### src/rtl/hazard_sched.sv
// Hazard controller for the 5-stage core: load-use / branch-operand / MDU stalls, IF/ID and ID/EX flushes,
// fixed-latency MDU issue tracking and a saturating stall-cycle counter.
module hazard_sched #(
  parameter int MD_CYCLES = 32,
  parameter int CNT_W     = 16
) (
  input  logic             CLK,
  input  logic             RST,
  input  logic [4:0]       RsD,
  input  logic [4:0]       RtD,
  input  logic             BranchD,
  input  logic             JumpRegD,
  input  logic             BranchTakenD,
  input  logic             MdOpD,
  input  logic             MdReadD,
  input  logic [4:0]       RtE,
  input  logic [4:0]       WriteRegE,
  input  logic             RegWriteE,
  input  logic             MemtoRegE,
  input  logic [4:0]       WriteRegM,
  input  logic             MemtoRegM,
  output logic             StaIF,
  output logic             StaID,
  output logic             FlushID,
  output logic             FlushE,
  output logic             MdStartE,
  output logic             MdBusy,
  output logic [CNT_W-1:0] StallCount
);

  typedef enum logic {IDLE, BUSY} md_state_e;

  localparam logic [7:0]       MD_INIT = 8'(MD_CYCLES);
  localparam logic [CNT_W-1:0] CNT_ONE = {{(CNT_W-1){1'b0}}, 1'b1};

  md_state_e        state_q, state_d;
  logic [7:0]       cnt_q, cnt_d;
  logic             md_start_q, md_start_d;
  logic [CNT_W-1:0] stall_cnt_q, stall_cnt_d;

  logic lwstall, brstall, mdstall, stall;
  logic ex_fwd_rs, ex_fwd_rt, mem_ld_rs, mem_ld_rt;
  logic br_rs_haz, br_rt_haz;
  logic issue;

  assign MdBusy = (state_q == BUSY);

  always_comb begin
    lwstall = MemtoRegE && (RtE != 5'd0) && ((RtE == RsD) || (RtE == RtD));

    // Operands compared in ID must not be in flight from an ALU op in EX or a load in MEM.
    ex_fwd_rs = RegWriteE && (WriteRegE != 5'd0) && (WriteRegE == RsD);
    ex_fwd_rt = RegWriteE && (WriteRegE != 5'd0) && (WriteRegE == RtD);
    mem_ld_rs = MemtoRegM && (WriteRegM != 5'd0) && (WriteRegM == RsD);
    mem_ld_rt = MemtoRegM && (WriteRegM != 5'd0) && (WriteRegM == RtD);
    br_rs_haz = (BranchD || JumpRegD) && (ex_fwd_rs || mem_ld_rs);
    br_rt_haz = BranchD && (ex_fwd_rt || mem_ld_rt);
    brstall   = br_rs_haz || br_rt_haz;

    mdstall = (MdOpD || MdReadD) && MdBusy;
    stall   = lwstall || brstall || mdstall;
  end

  always_comb begin
    StaIF   = ~RST && stall;
    StaID   = ~RST && stall;
    FlushE  = RST || stall;
    FlushID = RST || (BranchTakenD && ~stall);
  end

  always_comb begin
    issue       = MdOpD && ~stall;
    state_d     = state_q;
    cnt_d       = cnt_q;
    md_start_d  = 1'b0;
    stall_cnt_d = stall_cnt_q;

    case (state_q)
      IDLE: begin
        if (issue) begin
          state_d    = BUSY;
          cnt_d      = MD_INIT;
          md_start_d = 1'b1;
        end
      end
      BUSY: begin
        cnt_d = cnt_q - 8'd1;
        if (cnt_q == 8'd1) begin
          state_d = IDLE;
        end
      end
      default: state_d = IDLE;
    endcase

    if (stall && (stall_cnt_q != {CNT_W{1'b1}})) begin
      stall_cnt_d = stall_cnt_q + CNT_ONE;
    end
  end

  always_ff @(posedge CLK) begin
    if (RST) begin
      state_q     <= IDLE;
      cnt_q       <= 8'd0;
      md_start_q  <= 1'b0;
      stall_cnt_q <= '0;
    end else begin
      state_q     <= state_d;
      cnt_q       <= cnt_d;
      md_start_q  <= md_start_d;
      stall_cnt_q <= stall_cnt_d;
    end
  end

  assign MdStartE   = md_start_q;
  assign StallCount = stall_cnt_q;

endmodule
### config.mk
export PLATFORM = sky130hd
export DESIGN_NAME = hazard_sched
export DESIGN_NICKNAME = d
export VERILOG_FILES = /design/src/rtl/hazard_sched.sv
export SDC_FILE = /design/constraint.sdc
export NUM_CORES = 1
export LEC_CHECK = 0
export ABC_CLOCK_PERIOD_IN_PS = 2600
export BUFFER_PORTS_ARGS = -buffer_cell sky130_fd_sc_hd__clkbuf_2
export CORE_AREA = 4 4 82 84
export DETAILED_ROUTE_END_ITERATION = 10
export DIE_AREA = 0 0 86 88
export SLEW_MARGIN = 10
export SYNTH_ARGS = -nofsm -noshare
export SYNTH_HDL_FRONTEND = slang
export SYNTH_SLANG_ARGS = --single-unit
export TNS_END_PERCENT = 5
### constraint.sdc
create_clock -name CLK -period 2.6 [get_ports CLK]
set_input_delay 0.26 -clock CLK [delete_from_list [all_inputs] [get_ports CLK]]
set_output_delay 0.26 -clock CLK [all_outputs]
set_load 0.01 [all_outputs]
Word-level counts from Yosys, hierarchy flattened. Index checks and enable logic that the tools add are counted.

Flip-flop bits (word level): 26. Bits in latches: 0. Memory bits (writable): 0. Memory bits (read-only): 0. Input port bits: 35. Output and inout port bits: 22. Word-level logic and storage cells: 52. Memories: 0.

Add/sub/neg operators: 2. Multiply operators: 0. Divide/modulo/power cells: 0. Magnitude comparators: 0. Equal/unequal tests: 9. Shifts and indexed selects: 0. Multiplexer cells: 5. Bitwise operators: 3. Reduce and logical (&&, ||, !) cells: 29.

Operators by type and width (count): $eq 5x5->1 (6); $add 16x1->16 const B (1); $ne 16x16->1 const B (1); $pmux 8 s2 (1); $logic_and 1x1->1 (15); $reduce_bool 5->1 (3); $logic_or 1x1->1 (10); $eq 8x1->1 const B (1); $mux 8 (1); $sub 8x1->8 const B (1); $not 1->1 (3); $mux 1 (2); $ne 2x2->1 const B (1); $pmux 1 s2 (1); $reduce_or 2->1 (1).

Logic depth before layout (Yosys ltp). Gate-level depths: netlist of the first run.

Depth after elaboration: 12. Gate-level depth with buffers: 9. Gate-level depth less buffers: 7.

Least setup slack after synthesis of the first run. Ideal clock, no wire load.

Kind: register to register. From: reg stall_cnt_q[0] (netlist: StallCount[0]). To: reg stall_cnt_q[11] (netlist: StallCount[11]). Library setup time: 70 ps. Arrival: 2087 ps. Required time: 2530 ps. Slack: 442 ps. Stages on the path, launching flop included: 10. Path buffers: 2. Period minus slack after synthesis: 2158 ps. Cell sequence: dfxtp_1 -> ha_1 -> nand2_1 -> nor2_1 -> and4bb_1 -> buf_6 -> or3_4 -> buf_6 -> or4_1 -> a21oi_1.

Word-level cells in the longest chain between the ends: 2. Elaborated cells between the ends (all ways): 3. Those cells by class: 1 x add/sub; 1 x eq/ne; 1 x reduce/logical.

RTL lines: start, declared (RTL line 39) `logic [CNT_W-1:0] stall_cnt_q, stall_cnt_d;`; start signal, assigned (RTL line 110) `stall_cnt_q <= stall_cnt_d;`; branches (longest 2 deep; another with $add 16x1->16).

Several ways; the timed one is not identified. A chain may end at the register's enable or synchronous reset.

Worst setup path in the final report of the first run.
From: reg stall_cnt_q[0] (netlist: StallCount[0]). To: reg stall_cnt_q[9] (netlist: StallCount[9]).

The elaborated chain is that of the path after synthesis.

==> out/qor.csv, run 1 <==
metric;value;unit
path_buf_inv;0;
ctsResizeCount;0;
die_y;88;µm
multi_input_area;0.00115;mm²
worstPathArrival;2.45;ns
power.switching;290;µW
overflow;0;
cp-startpoint;StallCount[0];
drv_slew;0;
whs_path_depth;3;
drive_gt1_share;26.0;%
crit_slowest_cell;or4_1;
synthSimpleGateAreaFrac;29.9;%
fill_cells;624;
postSynthCellCount;211;
cpPeakStageDelay;0.48;ns
synthFlopType;dfxtp_1;
synthArstFlopShare;0;%
p_clk_share;28.5;%
r2r_slack;0.36;ns
final_antenna_net_count;0;
switching_share;30.6;%
ys_seq_elements;26;
initial_core_util;29.5;%
fmax;0.447;GHz
wl_per_cell;13.1;µm
routabilityCongestion;0.782;
via_count;1694;
core-area;0.00592;mm²
yosysTopAreaCell;dfxtp_1;
r2r_start;StallCount[0];
grt_max_degree;35;
hold_viol;0;
status;finished clean;
crit_type;flop to flop;
clock_latency;0.28;ns
seq_power_share;46.6;%
critPathCaptureType;flop;
power.density;443;mW/mm²
synth_top_family_by_area;simple AND/OR/NAND/NOR gates;
relSlewSlack;65.0;%
synth_top_area_share;29.8;%
setup_tns;0;ns
hold_buffers;0;
ir_drop;0.181;mV
yosysUniqueCellTypes;45;
die_w;86;µm
syn-num-nets;249;
endpoint;StallCount[9];
remaining_drc_errors;0;
crit_fanout;12;
p_leak;0.840;nW
synth-xor-area-share;17.0;%
critPathRequiredTime;2.81;ns
max-clock-path-buffers;2;
syn_avg_cell_area;8.28;µm²
first_pass_iters;4;
synth_compound_area_share;15.0;%
rsz0062_at_grt;no;
path_cells;ha_1 -> nand2_1 -> nor2_1 -> and4bb_1 -> or3_4 -> or4_1 -> a21oi_1;
min_path_type;input pin to flop;
antenna_found_initial;0;
synth_edf_count;0;
period_share;86.1;%
clk_pin_slew;0.10;ns
cts-root-buf;clkbuf_8;
setup_violations;0;
r2r-end;StallCount[9];
start_kind;flop;
synthTopCellsByCount;xor2_1 (29), dfxtp_1 (26), a21oi_1 (13), nand2_1 (13), nor3_1 (13);
synthMuxAreaShare;1.86;%
tightest_slew;0.525;ns
post-route-util;36.2;%
cts_tree;done;
cts_made_buffers;3;
first_iter_violations;103;
clock_sinks;26;
grt_first_pass_wirelength;7.40;mm
drv_cap;0;
synth_fa_ha_area_share;2.15;%
cts_setup_buffers;0;
port_buffers;56;
cts_max_level;1;
nets;301;
period_minus_slack;2.24;ns
clock_skew;0.00791;ns
cp_top_family;simple AND/OR/NAND/NOR gates;
row_count;28;
synthToLayoutAreaGrowth;22.6;%
reg2regPathDepth;7;
diodes;0;
p_comb_share;24.9;%
ys_top_cells_by_area;dfxtp_1 (30%), xor2_1 (15%), or4_1 (5.2%), a21oi_1 (3.7%), nor3_1 (3.7%);
io_pins;57;
ff_latch_area;520;µm²
yosysWarnings;0;
dp_hpwl;3.37;mm
grt_pass1_vias;1645;
dieArea;0.00757;mm²
globalRouteTotalUtil;11.9;%
syn_area;0.00175;mm²
whs;0.313;ns
synth.most_common_cell;xor2_1;
worst-path-stages;7;
wl;4.42;mm
yosysSeqAreaShare;29.8;%
routed_via_density;5.03;
internal_power;659;µW
metal layers:
layer | GRT usage [%] | routed length (µm) | vias up
met3 | 2.54 | 323 | 7
met2 | 19.3 | 1940 | 56
met4 | 5.61 | 91 | 0
li1 | - | - | 881
met1 | 15.1 | 2070 | 750
met5 | 0 | 0 | -
cells by family (layout without fill, tap and decap cells):
kind of cell,Yosys count,after routing
flip-flops,26,26
XOR/XNOR,34,34
multiplexers,3,3
adder cells (fa/ha/maj),3,3
AND/OR/NAND/NOR,90,90
AO/OA/AOI/OAI,41,41
buffers and inverters,14,65
final cells by class:
| class | instances | area share [%] |
|---|---|---|
| Inverter | 3 | 0.526 |
| Sequential cell | 26 | 24.3 |
| Tap cell | 75 | 4.38 |
| Multi-Input combinational cell | 171 | 53.8 |
| Timing Repair Buffer | 58 | 14.4 |
| Clock buffer | 4 | 2.57 |
stage by stage:
stage | setup slack [ns] | cells | instance area, µm² | total power [mW]
floorplan | 0.442 | 211 | 1750 | 0.596
global placement | 0.416 | 333 | 2090 | 0.685
detailed placement | 0.371 | 333 | 2090 | 0.690
CTS | 0.351 | 337 | 2140 | 0.964
global route | 0.230 | 337 | 2140 | 1.00
finish | 0.360 | 337 | 2140 | 0.949
cells in the final DEF (no fill, tap or decap), drive strengths merged, types with 6 or more instances in the layout:
cell type / n
clkbuf: 60
xor2: 29
dfxtp: 26
nor3: 13
nand2: 13
a21oi: 13
or4: 12
nor2: 12
o31ai: 8
o21ai: 8
or3: 7
nand3: 6
worst reg2reg max path, delay by kind of cell, from the launching register on:
| kind | cells | cell delay, ns |
|---|---|---|
| flops | 1 | 0.37 |
| simple gates | 5 | 1.40 |
| compound gates | 1 | 0.16 |
| fa+ha+maj | 1 | 0.25 |
state kept, by name (all words and copies together) (netlist names):
| name | cells |
|---|---|
| StallCount | 16 |
| cnt_q | 8 |
| MdBusy | 1 |
| MdStartE | 1 |
power by group through the flow:
stage / Clock, mW / Sequential [mW] / Combinational (mW)
after detailed placement: 0 / 0.452 / 0.238
after global placement: 0 / 0.451 / 0.234
after global routing: 0.293 / 0.447 / 0.264
after CTS: 0.283 / 0.443 / 0.238
final: 0.271 / 0.443 / 0.236
after floorplan: 0 / 0.446 / 0.150
worst min-delay path by stage:
| stage | from | end | slack [ns] |
|---|---|---|---|
| finish | MdOpD | MdBusy | 0.31 |
| global route | MdOpD | MdBusy | 0.32 |
| CTS | MdOpD | MdBusy | 0.30 |
| detailed placement | StallCount[14] | StallCount[14] | 0.49 |
| global placement | StallCount[14] | StallCount[14] | 0.48 |
| floorplan | RST | StallCount[1] | 0.44 |
Power figures use the tool's default switching activity.
==> run 2: changes to the inputs <==
--- a/config.mk
+++ b/config.mk
@@ -10,6 +10,7 @@
 export CORE_AREA = 4 4 82 84
 export DETAILED_ROUTE_END_ITERATION = 10
 export DIE_AREA = 0 0 86 88
+export RECOVER_POWER = 50
 export SLEW_MARGIN = 10
 export SYNTH_ARGS = -nofsm -noshare
 export SYNTH_HDL_FRONTEND = slang
==> run 2 against run 1 <==
  * Wire length is 0.27% lower
  * Via count is 0.59% lower
  * Setup slack better by 0.0028 ns
  * Critical endpoint unchanged
  * Global-route usage stayed put
  * Final cell count stayed put
  * Count of clock-buffer cells in the layout stayed put
  * Clock skew hardly changed
  * Combinational power hardly changed
  * First-iteration DRC count is 1.9% lower
  * Die area stayed put
  * Total power is 0.26% lower
==> out/qor.csv, run 2 (synthesis results as in run 1) <==
metric;value;unit;change
routabilityCongestion;0.782;;unchanged
dieArea;0.00757;mm²;unchanged
critPathRequiredTime;2.81;ns;about the same
r2r_slack;0.36;ns;about the same
initial_core_util;29.5;%;unchanged
clock_latency;0.28;ns;about the same
p_leak;0.774;nW;-7.8%
ir_drop;0.181;mV;-0.18%
r2r_start;StallCount[0];;
r2r-end;StallCount[9];;
drv_cap;0;;unchanged
tightest_slew;0.517;ns;-0.00840 ns
fin_ws;0.363;ns;+0.00282 ns
synthToLayoutAreaGrowth;21.2;%;
die_w;86;µm;unchanged
grt_first_pass_wirelength;7.40;mm;unchanged
setup_violations;0;;unchanged
layout_common_cells;clkbuf_2 (37), xor2_1 (29), dfxtp_1 (26);;
period_share;86.0;%;-0.11 points
overflow;0;;unchanged
globalRouteTotalUtil;11.9;%;unchanged
dpl_cell_area;0.00209;mm²;unchanged
drv_slew;0;;unchanged
cts-root-buf;clkbuf_8;;
fill_cells;641;;+2.7%
max-clock-path-buffers;2;;unchanged
clk_pin_slew;0.09;ns;about the same
hold_viol;0;;unchanged
ctsResizeCount;0;;unchanged
cts_setup_buffers;0;;unchanged
die_y;88;µm;unchanged
drive_gt1_share;18.7;%;-7.3 points
core-area;0.00592;mm²;unchanged
reg2regPathDepth;7;;unchanged
antenna_found_initial;0;;unchanged
cts_made_buffers;3;;unchanged
clock_sinks;26;;unchanged
final_common_cell;clkbuf_2;;
wl_per_cell;13.1;µm;-0.27%
routed_via_density;5.00;;-0.59%
final_antenna_net_count;0;;unchanged
fmax;0.447;GHz;+0.13%
cts_tree;done;;
min_path_type;input pin to flop;;
hold_buffers;0;;unchanged
start_kind;flop;;
remaining_drc_errors;0;;unchanged
relSlewSlack;65.6;%;+0.56 points
place_ws;0.371;ns;unchanged
clock_skew;0.00775;ns;-0.000160 ns
via_count;1684;;-0.59%
setup_tns;0;ns;unchanged
grt_max_degree;35;;unchanged
power.density;447;mW/mm²;+0.86%
dp_hpwl;3.37;mm;unchanged
status;finished clean;;
largest_reg_flops;16;;unchanged
worstPathArrival;2.45;ns;about the same
cts_max_level;1;;unchanged
crit_type;flop to flop;;
endpoint;StallCount[9];;
critPathCaptureType;flop;;
first_iter_violations;101;;-1.9%
port_buffers;56;;unchanged
first_pass_iters;4;;unchanged
cp-startpoint;StallCount[0];;
wl;4.41;mm;-0.27%
crit_fanout;12;;unchanged
io_pins;57;;unchanged
final_area;0.00212;mm²;-1.1%
rsz0062_at_grt;no;;
power.total;947;µW;-0.26%
period_minus_slack;2.24;ns;-0.00282 ns
diodes;0;;unchanged
row_count;28;;unchanged
post-route-util;35.8;%;-0.40 points
nets;301;;unchanged
grt_pass1_vias;1645;;unchanged
-- run 2: cell types whose count changed in the layout (fill, tap and decap cells not counted) --
cell      before  now
and2_0         0    1
o21ai_1        3    2
clkbuf_1       0   19
and2_1         1    0
clkbuf_2      56   37
o21ai_0        5    6
-- run 2: layout make-up --
type | count | area (µm²) | area share [%]
multi-input combinational | 171 | 1150 | 54.4
sequential | 26 | 520 | 24.6
timing repair buffer | 58 | 284 | 13.4
tap | 75 | 93.8 | 4.43
clock buffer | 4 | 55.1 | 2.60
inverter | 3 | 11.3 | 0.532
-- run 2: how the worst min path moves through the flow --
stage,from,to,slack (ns),depth (start not counted)
detailed placement,StallCount[14],StallCount[14],0.49,2
CTS,MdOpD,MdBusy,0.30,3
finish,MdOpD,MdBusy,0.32,3
global route,MdOpD,MdBusy,0.32,3
floorplan,RST,StallCount[1],0.44,2
global placement,StallCount[14],StallCount[14],0.48,2
-- run 2: worst max-delay path, stage by stage, from the launching register on --
cell,delay (ns)
dfxtp_1,0.37
ha_1,0.25
nand2_1,0.07
nor2_1,0.07
and4bb_1,0.30
or3_4,0.47
or4_1,0.48
a21oi_1,0.15
-- run 2: per-stage QoR --
step | std cells | hold slack [ns]
4_1_cts | 337 | 0.302
3_5_place_dp | 333 | 0.489
3_3_place_gp | 333 | 0.482
5_1_grt | 337 | 0.323
6_report | 337 | 0.316
2_1_floorplan | 211 | 0.440
-- run 2: report_power, final --
| group | switching [mW] | internal, mW | total (mW) |
|---|---|---|---|
| logic | 0.130 | 0.103 | 0.233 |
| registers | 0.0245 | 0.418 | 0.443 |
| clock network | 0.135 | 0.136 | 0.271 |
-- run 2: metal layers --
metal | up-vias | part of all wire, % | GRT usage, %
met1 | 746 | 48 | 15.1
met2 | 52 | 43 | 19.3
met4 | 0 | 2.1 | 5.61
li1 | 879 | - | -
met3 | 7 | 7.3 | 2.54
met5 | - | 0 | 0
